$ cat src/rtl/hydra_pkg.sv
// Shared constants and types for the write-back register file slice.
package hydra_pkg;
  localparam int DATA_W = 16;
  localparam int ADDR_W = 4;
  localparam int NREGS  = 2**ADDR_W;
  localparam int NPORTS = 2;

  typedef logic [ADDR_W-1:0] reg_addr_t;
  typedef logic [DATA_W-1:0] reg_data_t;

  localparam reg_addr_t ZERO_REG = '0;
endpackage

$ cat src/rtl/wb_scoreboard.sv
// Pending-write scoreboard: tracks registers owned by in-flight producers and
// raises stall on RAW/WAW hazards not resolved by this cycle's write-back.
module wb_scoreboard
  import hydra_pkg::*;
(
  input  logic             clk,
  input  logic             rst_n,
  input  logic             wb_valid,
  input  reg_addr_t        wb_addr,
  input  logic             iss_valid,
  input  logic             iss_wr,
  input  reg_addr_t        iss_dst,
  input  reg_addr_t        rd_addr_a,
  input  reg_addr_t        rd_addr_b,
  input  logic             rd_use_a,
  input  logic             rd_use_b,
  output logic             stall,
  output logic [NREGS-1:0] busy_vec
);
  reg_addr_t [NPORTS-1:0] rd_addr;
  logic      [NPORTS-1:0] rd_use;
  logic      [NPORTS-1:0] raw;
  logic                   waw;
  logic                   issue;
  logic      [NREGS-1:0]  busy_nxt;

  assign rd_addr = {rd_addr_b, rd_addr_a};
  assign rd_use  = {rd_use_b, rd_use_a};

  for (genvar p = 0; p < NPORTS; p++) begin : g_raw
    assign raw[p] = rd_use[p] & busy_vec[rd_addr[p]] & ~(wb_valid && (wb_addr == rd_addr[p]));
  end

  assign waw   = iss_wr & busy_vec[iss_dst] & ~(wb_valid && (wb_addr == iss_dst));
  assign stall = (|raw) | waw;
  assign issue = iss_valid & ~stall & iss_wr & (iss_dst != ZERO_REG);

  // Set is applied after clear so a new producer keeps ownership.
  always_comb begin
    busy_nxt = busy_vec;
    if (wb_valid) busy_nxt[wb_addr] = 1'b0;
    if (issue)    busy_nxt[iss_dst] = 1'b1;
    busy_nxt[ZERO_REG] = 1'b0;
  end

  always_ff @(posedge clk) begin
    if (!rst_n) busy_vec <= '0;
    else        busy_vec <= busy_nxt;
  end
endmodule

$ cat src/rtl/wb_reg_file.sv
// Register file fed by write-back: storage array, two bypassed read ports,
// and the hazard scoreboard that stalls decode.
module wb_reg_file
  import hydra_pkg::*;
(
  input  logic              clk,
  input  logic              rst_n,
  input  logic              wb_valid,
  input  logic [ADDR_W-1:0] wb_addr,
  input  logic [DATA_W-1:0] wb_data,
  input  logic              iss_valid,
  input  logic              iss_wr,
  input  logic [ADDR_W-1:0] iss_dst,
  input  logic [ADDR_W-1:0] rd_addr_a,
  input  logic [ADDR_W-1:0] rd_addr_b,
  input  logic              rd_use_a,
  input  logic              rd_use_b,
  output logic [DATA_W-1:0] rd_data_a,
  output logic [DATA_W-1:0] rd_data_b,
  output logic              stall,
  output logic [NREGS-1:0]  busy_vec
);
  logic      [NREGS-1:0][DATA_W-1:0] regs;
  reg_addr_t [NPORTS-1:0]            rd_addr;
  reg_data_t [NPORTS-1:0]            rd_data;

  always_ff @(posedge clk) begin
    if (!rst_n)                                regs          <= '0;
    else if (wb_valid && wb_addr != ZERO_REG)  regs[wb_addr] <= wb_data;
  end

  assign rd_addr = {rd_addr_b, rd_addr_a};

  // R0 is hard-wired; otherwise this cycle's write-back beats the stale array value.
  for (genvar p = 0; p < NPORTS; p++) begin : g_rd
    assign rd_data[p] = (rd_addr[p] == ZERO_REG)                ? '0 :
                        (wb_valid && wb_addr == rd_addr[p])      ? wb_data :
                                                                   regs[rd_addr[p]];
  end

  assign rd_data_a = rd_data[0];
  assign rd_data_b = rd_data[1];

  wb_scoreboard u_sb (
    .clk       (clk),
    .rst_n     (rst_n),
    .wb_valid  (wb_valid),
    .wb_addr   (wb_addr),
    .iss_valid (iss_valid),
    .iss_wr    (iss_wr),
    .iss_dst   (iss_dst),
    .rd_addr_a (rd_addr_a),
    .rd_addr_b (rd_addr_b),
    .rd_use_a  (rd_use_a),
    .rd_use_b  (rd_use_b),
    .stall     (stall),
    .busy_vec  (busy_vec)
  );
endmodule
$ cat config.mk
export PLATFORM = sky130hd
export DESIGN_NAME = wb_reg_file
export DESIGN_NICKNAME = d
export VERILOG_FILES = /design/src/rtl/hydra_pkg.sv /design/src/rtl/wb_scoreboard.sv /design/src/rtl/wb_reg_file.sv
export SDC_FILE = /design/constraint.sdc
export NUM_CORES = 1
export LEC_CHECK = 0
export CELL_PAD_IN_SITES_DETAIL_PLACEMENT = 0
export CELL_PAD_IN_SITES_GLOBAL_PLACEMENT = 1
export CORE_ASPECT_RATIO = 0.75
export CORE_MARGIN = 2
export CORE_UTILIZATION = 45
export CTS_BUF_LIST = sky130_fd_sc_hd__clkbuf_8 sky130_fd_sc_hd__clkbuf_16
export DETAILED_ROUTE_END_ITERATION = 8
export PLACE_DENSITY_LB_ADDON = 0.1
export RECOVER_POWER = 100
export SYNTH_ARGS = -nofsm -noshare
export SYNTH_HDL_FRONTEND = slang
export SYNTH_SLANG_ARGS = --single-unit
$ cat constraint.sdc
create_clock -name clk -period 4.49 [get_ports clk]
set_input_delay 0.898 -clock clk [delete_from_list [all_inputs] [get_ports clk]]
set_output_delay 0.898 -clock clk [all_outputs]
set_load 0.01 [all_outputs]
======== Word level (Yosys, flattened, before mapping) ========
Index checks and enable logic that the tools add are counted.
storage, ports and cells
  register bits ........................... 272
  latch bits .............................. 0
  bits in read-only memories .............. 0
  output and inout port bits .............. 49
  word-level logic and storage cells ...... 78
  memories ................................ 0
  input port bits ......................... 39
  RAM bits ................................ 0
cells by class
  add/sub/neg operators ................... 0
  muxes and demuxes ....................... 23
  divide/modulo/power cells ............... 0
  equal/unequal tests ..................... 3
  $mul .................................... 0
  magnitude comparators ................... 6
  shifts and indexed selects .............. 0
  reduce and logical (&&, ||, !) cells .... 11
  bitwise logic cells ..................... 17
operators by type and width
  cell                number
  $bwmux 256          1
  $mux 16             9
  $bmux 16 s4         2
  $demux 16 s4        1
  $lt 4x5->1 const B  4
  $and 16x16->16      1
  $not 16->16         1
  $or 16x16->16       1
  $bmux 1 s4          3
  $eq 4x4->1          3
  $and 1x1->1         9
  $demux 1 s4         2
  $ge 4x1->1 const B  2
  $logic_not 4->1     2
  $reduce_bool 4->1   2
  $logic_and 1x1->1   6
  $mux 1              5
  $not 1->1           4
  $reduce_or 2->1     1
  $or 1x1->1          1

======== Logic depth before layout (Yosys ltp) ========
  depth after elaboration ................. 11
  gate-level depth with buffers ........... 8
  mapped depth without buffers ............ 5

======== Modules after synthesis ========
Synthesis repeated with hierarchy kept, for this count alone.
unflattened totals
  cells, all modules ...................... 1,775
  area, all modules ....................... 15,527.4 µm²
by module, submodules not included
  module         cells an instance  sequential area each (µm²)  times used  area each (µm²)
  wb_reg_file    1,611              5,124.9                     1           14,164.8
  wb_scoreboard  164                300.3                       1           1,362.6

======== Least setup slack after synthesis ========
OpenSTA, ideal clock, no wires.
  path kind ............................... input to output
  start ................................... in rd_addr_b[0]
  end ..................................... out rd_data_b[10]
  slack ................................... 654 ps
  stages on the path ...................... 7
  buffers on the path ..................... 3
  arrival ................................. 2,938 ps
  data required time ...................... 3,592 ps
  cells stage by stage .................... clkbuf_1 buf_2 buf_2 mux4_2 mux4_2 mux2i_1 nor2_1
between the ends
  longest elaborated chain between the ends .. 4
  elaborated cells on any way between the ends .. 7
  classes of those cells .................. eq/ne: 1; mux: 4; reduce/logical: 2
RTL lines
  item                                                                       RTL line                              source
  start, declared                                                            wb_reg_file.sv:15                     input logic [ADDR_W-1:0] rd_addr_b,
  $bmux 16 s4 / $eq 4x4->1 (equally long branches)                           wb_reg_file.sv:38, wb_reg_file.sv:37
  $mux 16 (implied by the code) / $logic_and 1x1->1 (equally long branches)  wb_reg_file.sv:38, wb_reg_file.sv:37
  $mux 16                                                                    wb_reg_file.sv:37                     (wb_valid && wb_addr == rd_addr[p]) ? wb_data :
  $mux 16 (*)                                                                wb_reg_file.sv:36                     assign rd_data[p] = (rd_addr[p] == ZERO_REG) ? '0 :
  end, declared                                                              wb_reg_file.sv:19                     output logic [DATA_W-1:0] rd_data_b,
Mark *: on every way between the ends. The rest lies on a longest branch, timed or not. The select of a mux whose other input is x is not followed.

======== Final worst setup path ========
  start ................................... in rd_addr_b[0]
  end ..................................... out rd_data_b[11]
Same word-level chain as after synthesis.

==> summary.md <==
| Metric | Value |
|---|---|
| Outcome | finished, violations left |
| Synthesis-stage register bit count | 271 |
| Clock root buffer | sky130_fd_sc_hd__clkbuf_16 |
| WHS Endpoint | regs[172] |
| Switching Power | 0.00139 W |
| Classification of the worst-slack hold path | register to register |
| Number of endpoints with negative hold slack in the final report | 0 |
| Worst-case clock skew | 10.2 ps |
| GRT Overall Usage | 0.321 |
| Maximum net fanout on the critical path | 19 |
| PortBufs | 86 |
| Final worst setup slack | 63.2 ps |
| Clk pin slew, worst setup/hold paths | 60 ps |
| Failing checks | max-capacitance violations, max-slew violations |
| Area Growth Syn to Fin | 17.6% |
| Share of total power in sequential cells | 0.449 |
| Number of CTS-inserted buffers | 29 |
| Endpoint of the worst-slack reg-to-reg timing path | u_sb.busy_vec[4] |
| Clock group share of total power | 0.441 |
| Reg2reg path depth | 7 |
| CTS Buffer Depth | 3 |
| Average cell area after synthesis | 9.74 um2 |
| Net count of the finished layout | 1657 |
| P_int | 0.00408 W |
| Arrival time worst endpoint | 3530 ps |
| Number of standard cells in the layout, taps in and fillers out | 2081 |
| Number of instances on the worst hold path | 2 |
| CTS H-Tree Depth | 1 |
| Setup slack after placement | 119 ps |
| Fraction of the mapped netlist area in adder cells | 0 |
| Effective utilization at floorplan | 0.460 |
| Routed WL per cell | 26.7 um |
| DR iter-0 viols | 1405 |
| Critical path's largest stage delay | 610 ps |
| Most common flop cell mapped by yosys | sky130_fd_sc_hd__dfxtp_1 |
| Number of violations of the max-capacitance limit | 2 |
| Top-Level Pins | 88 |
| Highest attainable clock frequency | 226 MHz |
| Post-synthesis share of cell area spent on and, or, nand and nor gates | 0.168 |
| Critical path, cell by cell | clkbuf_4 > buf_6 > mux4_2 > mux4_2 > mux2i_1 > nor2_1 > dlygate4sd3_1 |
| Netlist area before placement | 14900 um2 |
| Height of the chip | 162 um |
| Cell total after placement | 2029 |
| Power density relative to cell area | 311 nW/um2 |
| Number of global-route vias before repair | 12.1k |
| Max VDD drop | 0.000251 V |
| Final Wtd Congestion | 0.871 |
| Post-Route Setup TNS | 0 ps |
| Count of filler cells inserted in the layout | 2978 |
| Final worst path period need | 4430 ps |
| Startpoint-to-endpoint class of the critical path | input pin to primary output |
| Synth Area in Compound Gates | 0.138 |
| Crit-path slowest cell | sky130_fd_sc_hd__dlygate4sd3_1 |
| Portion of the post-synthesis area used by sequential elements | 0.363 |
| Unique cell type count in the Yosys netlist | 45 |
| Total Routed Length | 55.7 mm |
| Worst reg-to-reg setup slack | 1780 ps |
| Total number of yosys warnings | 0 |
| Number of buffers inserted by post-CTS setup repair | 0 |
| Core ar. | 32500 um2 |
| Fraction of layout instances using a drive strength above 1 | 0.206 |
| Setup violation total in the final timing report | 0 |
| First-pass detailed-route iteration total | 5 |
| Multiplexer fraction of the synthesized cell area | 0.280 |
| Antenna-violating nets left | 0 |
| Clock latency on the worst-skew pair | 580 ps |
| Launching point of the worst reg2reg path | u_sb.busy_vec[1] |
| Die area | 34700 um2 |
| Combinational fraction of design power | 0.110 |
| Most Frequent Cell on Critical Path | sky130_fd_sc_hd__mux4_2 |
| Synthesized net count | 1573 |
| TritonCTS clock tree | done |
| Count of flip-flops with a built-in enable after synthesis | 0 |
| Beginning of the worst hold path | regs[172] |
| Horizontal die dimension | 214 um |
| HPWL after detailed placement | 36.3 mm |
| Fraction of synthesis flops using an asynchronous set or reset pin | 0 |
| Required time of the critical path | 3590 ps |
| Ant diodes | 0 |
| Cells after Synth | 1534 |
| Kind of launch point of the worst setup path | input pin |
| Pin count of the biggest net entering global routing | 121 |
| Cell leakage power | 6.33 nW |
| Fin. max-slew vios | 167 |
| Worst rel slew slack | -0.472 |
| Actual slew at the worst max-slew pin | 2210 ps |
| Sum of internal, switching and leakage power | 0.00547 W |
| Net switching fraction of the power | 0.255 |
| Dominant combinational cell family by area after synthesis | multiplexers |
| Vias per cell | 6.09 |
| Tcrit/Tclk final | 0.986 |
| Synth Area in XOR/XNOR | 0.00703 |
| DRC viols | 0 |
| Crit path capture type | primary output |
| Overall via count from detail_route | 12.7k |
| Global-route wire length before repair | 81.8 mm |
| Unrepaired setup endpoints after global routing | no |
| # rows | 57 |
| Initial antenna violation count | 1 |
| CTS Sinks | 271 |
| Residual overflow from global routing | 0 |
-- routing by layer --
layer  GRT usage  share of wire  vias to the layer above
li1            -              -                     5555
met1       0.459           0.44                     6418
met2       0.480           0.43                      602
met3      0.0944           0.10                       90
met4      0.0792          0.023                        2
met5           0       0.000072                        -
-- timing repair --
item	CTS	global route
endpoints found under the hold margin	0	0
setup endpoints to repair	0	1
gates resized for setup	0	1
hold buffers	0	0
-- per-stage QoR --
step                area (um2)  utilization  hold slack (ps)
floorplan                14900            -              443
global placement         16700        0.515              457
detailed placement       16700        0.515              467
CTS                      17700        0.544              477
global route             17600        0.541              496
finish                   17600        0.541              479
-- power by group through the flow --
stage	Sequential [W]	Combinational (W)	Clock (W)
final	0.00246	0.000603	0.00241
after global routing	0.00246	0.000635	0.00254
after CTS	0.00246	0.000603	0.00244
after detailed placement	0.00251	0.000601	0
after global placement	0.00251	0.000599	0
after floorplan	0.00250	0.000357	0
-- cell usage in the layout, fill, tap and decap left out, drive strengths merged, types with 14 or more instances in the layout --
cell and instances:
a31o 15, and3 17, a21boi 240, mux2i 36, clkbuf 63, nor2 50
inv 14, nand2 497, clkdlybuf4s50 48, buf 101, dfxtp 271, dlygate4sd3 30
mux4 167, and2 18
-- how the worst max path moves through the flow --
stage | start | endpoint | slack (ps) | cells past startpoint
after floorplan | rd_addr_b[0] | rd_data_b[10] | 650 | 7
after detailed placement | iss_dst[1] | stall | 120 | 8
after global routing | rd_addr_b[3] | stall | 10 | 10
after CTS | iss_dst[1] | stall | 100 | 8
after global placement | iss_dst[1] | stall | 80 | 8
final | rd_addr_b[0] | rd_data_b[11] | 60 | 7
-- worst max-delay path: cells and delay by family --
family	cells	cell delay [ps]
buf+inv	3	1320
mux	3	1230
simple gates	1	70
-- logic make-up (layout without fill, tap and decap cells) --
kind of cell | count (synthesis) | count (layout)
XOR/XNOR | 12 | 12
buffers and inverters | 156 | 261
other | 1 | 1
flip-flops | 271 | 271
multiplexers | 208 | 208
AO/OA/AOI/OAI | 268 | 268
AND/OR/NAND/NOR | 618 | 618
-- registers in the layout, summed over array words and instances, names as in the netlist --
register,count
regs,256
u_sb.busy_vec,15
-- cells in the mapped netlist, drive strengths merged, types with 3 or more instances --
cell type / count / area (um2)
a21boi: 240 / 1800
a221oi: 4 / 35.0
a31o: 15 / 131
and2: 18 / 115
and3: 17 / 106
buf: 34 / 179
clkbuf: 117 / 469
dfxtp: 271 / 5430
inv: 5 / 18.8
mux2: 5 / 56.3
mux2i: 36 / 360
mux4: 167 / 3770
nand2: 497 / 1870
nand2b: 3 / 18.8
nand3: 7 / 35.0
nor2: 50 / 188
nor2b: 8 / 57.6
nor3: 7 / 35.0
nor4: 3 / 18.8
xnor2: 3 / 26.3
xor2: 9 / 78.8
-- area by class of cell --
cell class,instances,area [um2],area share
timing repair buffer,204,1760,0.100
clock buffer,39,863,0.0491
inverter,5,18.8,0.00107
tap,442,553,0.0315
multi-input combinational,1107,8880,0.505
sequential,271,5430,0.309
clock inverter,13,83.8,0.00477
No activity file was read; power rests on OpenSTA's default activity.
